$ cat config.mk
export PLATFORM = sky130hd
export DESIGN_NAME = dmem_mmio_responder
export DESIGN_NICKNAME = d
export VERILOG_FILES = /design/src/rtl/dmem_mmio_responder.sv
export SDC_FILE = /design/constraint.sdc
export NUM_CORES = 2
export LEC_CHECK = 0
export CORE_AREA = 2 2 779 781
export CTS_BUF_LIST = sky130_fd_sc_hd__clkbuf_8 sky130_fd_sc_hd__clkbuf_16
export DETAILED_ROUTE_END_ITERATION = 10
export DIE_AREA = 0 0 781 783
export SLEW_MARGIN = 20
export SYNTH_ARGS = -nofsm -noshare
export SYNTH_HDL_FRONTEND = slang
export SYNTH_SLANG_ARGS = --single-unit
export TNS_END_PERCENT = 1
$ cat constraint.sdc
create_clock -name clk -period 4.3 [get_ports clk]
set_input_delay 0.645 -clock clk [delete_from_list [all_inputs] [get_ports clk]]
set_output_delay 0.645 -clock clk [all_outputs]
set_load 0.01 [all_outputs]
$ cat src/rtl/dmem_mmio_responder.sv
// Data-memory responder for a single-cycle core: word RAM, a memory-mapped
// transmit FIFO drained over valid/ready, and status / cycle-counter registers.
module dmem_mmio_responder #(
    parameter int          RAM_WORDS  = 256,
    parameter int          FIFO_DEPTH = 4,
    parameter logic [15:0] IO_BASE    = 16'hFF00
) (
    input  logic        clk,
    input  logic        rst,
    input  logic [15:0] addr,
    input  logic [15:0] wdata,
    input  logic        we,
    input  logic        re,
    output logic [15:0] rdata,
    output logic [15:0] tx_data,
    output logic        tx_valid,
    input  logic        tx_ready
);

    localparam int               RAM_AW    = (RAM_WORDS > 1) ? $clog2(RAM_WORDS) : 1;
    localparam int               PTR_W     = $clog2(FIFO_DEPTH);
    localparam int               CNT_W     = PTR_W + 1;
    localparam logic [CNT_W-1:0] DEPTH_C   = CNT_W'(FIFO_DEPTH);
    localparam logic [16:0]      RAM_LIMIT = 17'(2 * RAM_WORDS);
    localparam logic [14:0]      IO_W      = IO_BASE[15:1];

    if (RAM_LIMIT > {1'b0, IO_BASE}) begin : g_ram_overlap
        $error("RAM range reaches IO_BASE; RAM decode shadows the I/O registers");
    end
    if (FIFO_DEPTH < 2 || FIFO_DEPTH > 16 || (FIFO_DEPTH & (FIFO_DEPTH - 1)) != 0) begin : g_bad_depth
        $error("FIFO_DEPTH must be a power of two between 2 and 16");
    end

    typedef enum logic [2:0] {
        RGN_RAM,
        RGN_TXD,
        RGN_STAT,
        RGN_CYC,
        RGN_NONE
    } region_e;

    logic [14:0]       word;
    logic [RAM_AW-1:0] ram_idx;
    region_e           region;

    logic [15:0]      mem_q [RAM_WORDS];
    logic [15:0]      buf_q [FIFO_DEPTH];
    logic [PTR_W-1:0] rd_ptr_q, rd_ptr_d;
    logic [PTR_W-1:0] wr_ptr_q, wr_ptr_d;
    logic [CNT_W-1:0] count_q, count_d;
    logic             overflow_q, overflow_d;
    logic             badaddr_q, badaddr_d;
    logic [15:0]      cyc_q, cyc_d;

    logic        full, empty, pop, push_req, push_ok;
    logic [3:0]  count4;
    logic [15:0] stat_word;

    assign word    = addr[15:1];
    assign ram_idx = word[RAM_AW-1:0];

    // RAM is checked first so an overlapping RAM range shadows the I/O block.
    always_comb begin
        region = RGN_NONE;
        if ({1'b0, addr} < RAM_LIMIT) begin
            region = RGN_RAM;
        end else if (word == IO_W) begin
            region = RGN_TXD;
        end else if (word == IO_W + 15'd1) begin
            region = RGN_STAT;
        end else if (word == IO_W + 15'd2) begin
            region = RGN_CYC;
        end
    end

    assign full     = (count_q == DEPTH_C);
    assign empty    = (count_q == '0);
    assign tx_valid = !empty;
    assign tx_data  = buf_q[rd_ptr_q];
    assign pop      = tx_valid & tx_ready;
    assign push_req = we & (region == RGN_TXD);
    // A pop on the same edge frees the slot, so a full FIFO can still accept.
    assign push_ok  = push_req & (!full | pop);

    assign count4    = 4'(count_q);
    assign stat_word = {8'b0, count4, badaddr_q, overflow_q, empty, full};

    // NOTE: every always_comb output gets a default first so no path infers a latch.
    always_comb begin
        rdata = '0;
        if (re) begin
            case (region)
                RGN_RAM:  rdata = mem_q[ram_idx];
                RGN_STAT: rdata = stat_word;
                RGN_CYC:  rdata = cyc_q;
                default:  rdata = '0;
            endcase
        end
    end

    always_comb begin
        rd_ptr_d = rd_ptr_q;
        wr_ptr_d = wr_ptr_q;
        count_d  = count_q;
        if (pop) begin
            rd_ptr_d = rd_ptr_q + PTR_W'(1);
        end
        if (push_ok) begin
            wr_ptr_d = wr_ptr_q + PTR_W'(1);
        end
        case ({push_ok, pop})
            2'b10:   count_d = count_q + CNT_W'(1);
            2'b01:   count_d = count_q - CNT_W'(1);
            default: count_d = count_q;
        endcase
    end

    // Sticky flags: a set on the same edge as a write-1-to-clear wins.
    always_comb begin
        overflow_d = overflow_q;
        badaddr_d  = badaddr_q;
        if (we && region == RGN_STAT) begin
            if (wdata[2]) overflow_d = 1'b0;
            if (wdata[3]) badaddr_d  = 1'b0;
        end
        if (push_req && !push_ok) begin
            overflow_d = 1'b1;
        end
        if (region == RGN_NONE && (we || re)) begin
            badaddr_d = 1'b1;
        end
    end

    always_comb begin
        cyc_d = cyc_q + 16'd1;
        if (we && region == RGN_CYC) begin
            cyc_d = wdata;
        end
    end

    // NOTE: sequential state is assigned with <= so every register samples pre-edge values.
    always_ff @(posedge clk or posedge rst) begin
        if (rst) begin
            rd_ptr_q   <= '0;
            wr_ptr_q   <= '0;
            count_q    <= '0;
            overflow_q <= 1'b0;
            badaddr_q  <= 1'b0;
            cyc_q      <= '0;
        end else begin
            rd_ptr_q   <= rd_ptr_d;
            wr_ptr_q   <= wr_ptr_d;
            count_q    <= count_d;
            overflow_q <= overflow_d;
            badaddr_q  <= badaddr_d;
            cyc_q      <= cyc_d;
        end
    end

    always_ff @(posedge clk or posedge rst) begin
        if (rst) begin
            for (int i = 0; i < FIFO_DEPTH; i++) begin
                buf_q[i] <= '0;
            end
        end else if (push_ok) begin
            buf_q[wr_ptr_q] <= wdata;
        end
    end

    // NOTE: the RAM array has no reset so it maps onto plain memory and survives rst.
    always_ff @(posedge clk) begin
        if (we && region == RGN_RAM) begin
            mem_q[ram_idx] <= wdata;
        end
    end

endmodule

# After elaboration in Yosys (flattened, before gate mapping)
# Memories as Yosys holds them, arrays and structs flattened.
# Cells that the tools add are included.
[word_totals]
input_bits = 37
ramBits = 4096
n_memories = 1
ff_bits = 89
output_inout_bits = 33
wordCells = 77
[classes]
muxes = 22
addsub = 5
reduce_logical = 19
n_bitwise = 6
n_eq_ne = 10
magnitude_cmp = 4
[memory_table]
columns = ["memory", "words", "word_bits", "read_ports", "rd_clocked_by_memory_dff", "wr", "line_no", "source"]
rows = [
  ["mem_q", 256, 16, 1, 0, 1, "46", "logic [15:0] mem_q [RAM_WORDS];"],
]
[op_table]
columns = ["op", "n"]
rows = [
  ["$mux W16", 5],
  ["$bwmux W64", 1],
  ["$pmux W16 S3", 1],
  ["$eq A15 B15 Y1 const B", 3],
  ["$bmux W16 S2", 1],
  ["$demux W16 S2", 1],
  ["$add A16 B1 Y16 const B", 1],
  ["$lt A16 B10 Y1 const B", 1],
  ["$mux W3", 4],
  ["$reduce_bool A2 Y1", 5],
  ["$mux W1", 8],
  ["$eq A3 B2 Y1 const B", 2],
  ["$eq A3 B3 Y1 const B", 2],
  ["$ge A3 B3 Y1 const B", 2],
  ["$logic_and A1 B1 Y1", 6],
  ["$logic_not A3 Y1", 2],
  ["$not A2 Y3", 2],
  ["$pmux W3 S2", 1],
  ["$add A2 B1 Y2 const B", 2],
  ["$reduce_and A2 Y1", 2],
  ["$add A3 B1 Y3 const B", 1],
  ["$and A1 B1 Y1", 3],
  ["$eq A3 B1 Y1 const B", 1],
  ["$logic_not A1 Y1", 3],
  ["other kinds (6)", 6],
]

# Depth between registers and ports, before layout
[logic_depth]
word_depth = 12
ltp_mapped = 15
mapped_depth_nobuf = 12

# Least setup slack after synthesis
# No wires, ideal clock.
[synth_timing]
kind = "input to register"
startpoint = "input port addr[2]"
endpoint = "memory mem_q[107][0] (enable)"
t_arrival_ns = 3.189
setup_ns = 0.388
path_slack_ns = 0.723
t_required_ns = 3.912
n_path_buf = 7
stages = 11
path_cell_list = "buf_2 buf_6 buf_4 buf_4 clkbuf_1 buf_2 nand2_1 nor2_1 nand2_1 clkbuf_1 nor2_1"
[synth_via]
elab_chain_len = 9
elab_cells_between_ends = 12
classes_between = "order compare: 1; eq/ne: 3; mux: 6; reduce/logical: 2"
[synth_rtl]
columns = ["element", "line_no", "source"]
rows = [
  ["from (decl)", "10", "input logic [15:0] addr,"],
  ["parallel branches: the longest is 9 deep, another holds $lt A16 B10 Y1", "n/a", ""],
  ["to (decl)", "46", ""],
]
# Several ways; the timed one is not identified.

# Worst setup path after layout
[layout_timing]
startpoint = "input port addr[5]"
endpoint = "output port rdata[15]"
[layout_via]
elab_chain_len = 8
elab_cells_between_ends = 14
classes_between = "order compare: 1; eq/ne: 5; mux: 6; reduce/logical: 1; memory: 1"
[layout_rtl]
columns = ["element", "line_no", "source"]
rows = [
  ["parallel branches: the longest is 6 deep, another holds $lt A16 B10 Y1", "n/a", ""],
  ["$pmux W16 S3 (*)", "92", "case (region)"],
  ["$mux W16 (*)", "91", "if (re) begin"],
  ["to (decl)", "14", "output logic [15:0] rdata,"],
]
# Mark *: on every way between the ends.

==> impl_results.md <==
- Routed via count: 84,820
- H-tree lvl count: 5
- Die extent in y: 783 µm
- Core area: 604,000 µm²
- Hpwl dp: 319,600 µm
- Drc violations: 0
- Total global routing overflow: 0
- HP Start: wdata[0]
- Vias per cell: 5.000
- Vias in the first global route: 83,990
- Ports: 70
- Antenna violations before repair: 47
- DR pass1 iterations: 8
- Critical path, cell by cell: clkbuf_4, buf_4, nor2b_4, buf_12, buf_4, nand3_1, nand3_1, a221o_2, nand4_1, o41ai_4, buf_2
- Routed Antenna Nets: 0
- Post-synthesis register bit count: 4,185
- Most used DFF post-synth: edfxtp_1
- Nets: 8,584
- CP Data Arrival Time: 3870 ps
- RSZ-0062 raised after global routing: yes
- Outcome: finished with violations
- Post-synth ARST share: 2.127%
- GP Congestion: 0.9519
- Setup ws final: -210.2 ps
- Starting Density: 26.89%
- DIE AREA: 611,500 µm²
- Clk sink count: 4,185
- Fin crit period: 4510 ps
- Crit path required time: 3650 ps
- Post-synthesis sequential area ratio: 77.09%
- Crit start category: input pin
- Max Cap Violations: 0
- Slew Limit Fails: 0
- DRT Wirelength: 492,300 µm
- Synthesis-to-finish area growth: 22.22%
- Worst slew pin tran: 1270 ps
- Row count: 286
- Pleak: 63.71 nW
- Max-slew headroom at the worst pin: 15.34%
- Crit-path max cell delay: 750 ps
- WL/cell: 29.02 µm
- CTS tree: done
- Clock skew: 35.38 ps
- Cell Pwr Density: 434.4 nW/µm²
- Min-delay worst type: input pin to register
- Commonest cells after routing, fill and taps aside: edfxtp_1 (4,096), mux4_2 (1,033), buf_4 (1,017)
- Kind of critical path: input pin to output pin
- FF-to-FF Start: count_q[2]
- Die Width: 781 µm
- Crit. End Element: output pin
- Area leader, netlist: edfxtp_1
- Fin. Hold Viols: 0
- CTS buffer count: 420
- Final period util: 104.9%
- Cell Area, Synth: 162,400 µm²
- Clock insertion delay at the later pin of the skew report: 1010 ps
- Final Util: 32.87%
- Worst-path clk slew: 60 ps
- Synthesis Warnings: 0
- CTS Buffer Depth: 4
- Cells after Synth: 7,168
- Port buffer count: 68
- Clock root buffer: clkbuf_16
- Hold worst-path end: mem_q[154][0]
- Slowest-stage cell, CP: o41ai_4
- Max FO, Critical Path: 9
- Reg-to-Reg End: count_q[2]
- Layout cells sized above 1: 37.90%
- Setup slack, reg-to-reg: 1730 ps
- Fill count: 56,630
- Setup violators final: 8
- Commonest non-fill, non-tap cell in the layout: edfxtp_1
- Largest cells by area after synthesis: edfxtp_1 (76%), mux4_2 (14%), dfrtp_1 (1.4%), mux2i_1 (1.3%), mux4_1 (0.91%)
- Syn_area_per_cell: 22.66 µm²
- Failing checks: negative setup slack
- Overall power: 86.24 mW
- VDD IR max: 0.3975 mV
- Synth cell types: 82
- 1st-iter DRT viols: 12,810
- Global-route wire length before repair: 678,600 µm
- Reg2reg path depth: 9
- Syn Nets: 7,212
- Highest clock rate: 221.7 MHz
- Hold path cells: 1
- Largest net degree at the start of global routing: 143
- Total GRT Usage: 15.54%
- Share of the synthesized area in the top cell type: 75.72%
- EDFF count, synth: 4,096
synth_stat cells (41+ instances only):
master	count
a21oi_1	109
a22oi_1	80
buf_2	96
buf_4	62
buf_6	68
clkbuf_1	126
dfrtp_1	89
edfxtp_1	4096
mux2_2	107
mux2i_1	218
mux4_1	56
mux4_2	1025
nand2_1	137
nand3_1	41
nor2_1	344
o21ai_0	49
o22ai_1	52
power by group:
group / switching [mW] / internal (mW) / total (mW)
combinational: 3.18 / 2.13 / 5.32
sequential: 0.0962 / 44.8 / 44.9
clock: 15.7 / 20.3 / 36.0
total: 19.0 / 67.3 / 86.2
cells by family (layout without fill, tap and decap cells):
logic type	Yosys count	count (layout)	share of synthesized area, %
and+or+nand+nor	641	641	1.712
adders and majority gates	7	7	0.05854
DFF	4185	4185	77.09
muxes	1411	1411	17.24
AOI/OAI and AO/OA	478	478	2.039
xor gates and xnor gates	20	20	0.1078
other	0	13	0
buffers and inverters	426	2145	1.757
how the worst max path moves through the flow:
stage               startpoint       endpoint  slack [ps]  cells past startpoint
finish                 addr[5]      rdata[15]        -210                     11
global route           addr[1]      rdata[14]        -150                     14
CTS                    addr[1]       rdata[6]        -150                     13
detailed placement     addr[1]      rdata[11]       -1060                     15
global placement       addr[1]      rdata[11]       -1030                     15
floorplan              addr[2]  mem_q[107][0]         720                     11
repair_timing:
item | in CTS | in global routing
endpoints found under the hold margin | 24 | 0
pin swaps | 49 | 23
setup endpoints to repair | 16 | 15
gates cloned | 4 | 1
buffers inserted | 29 | 19
gates resized for setup | 251 | 70
hold buffers | 1 | 0
flip-flops by register name, indices dropped and copies added, names as in the netlist:
register and count:
badaddr_q 1, buf_q 64, count_q 3, cyc_q 16, mem_q 4096, overflow_q 1, rd_ptr_q 2, wr_ptr_q 2
final cells by class:
cell class | instances | area (µm²) | area share [%]
multi-input combinational | 2557 | 35840 | 18.05
inverter | 22 | 93.84 | 0.04726
clock buffer | 425 | 10610 | 5.345
tap | 8064 | 10090 | 5.082
antenna | 13 | 32.53 | 0.01638
timing repair buffer | 1354 | 13710 | 6.905
sequential | 4185 | 125200 | 63.07
clock inverter | 344 | 2939 | 1.480
stage by stage:
step | setup TNS [ps] | setup WS [ps] | hold slack (ps) | cell area [µm²] | instances
floorplan | 0 | 722.6 | 448.7 | 162400 | 7168
global placement | -15650 | -1027 | 468.0 | 183000 | 16130
detailed placement | -17280 | -1056 | 483.1 | 183000 | 16130
CTS | -678.1 | -153.2 | 102.3 | 197900 | 16930
global route | -1051 | -151.4 | 58.07 | 198500 | 16950
finish | -826.7 | -210.2 | 66.51 | 198500 | 16960
routing by layer:
metal	share of wire, %	vias up	track usage (%)
met5	0.026	-	0
met2	46	4988	24.27
li1	-	33270	-
met4	4.6	20	6.277
met3	11	926	3.961
met1	39	45610	20.73
critical path: cells and delay by family:
family | cells | cell delay, ps
AOI/OAI and AO/OA | 2 | 1050
buffers and inverters | 5 | 1290
and+or+nand+nor | 4 | 840
No activity file was read; power rests on OpenSTA's default activity.
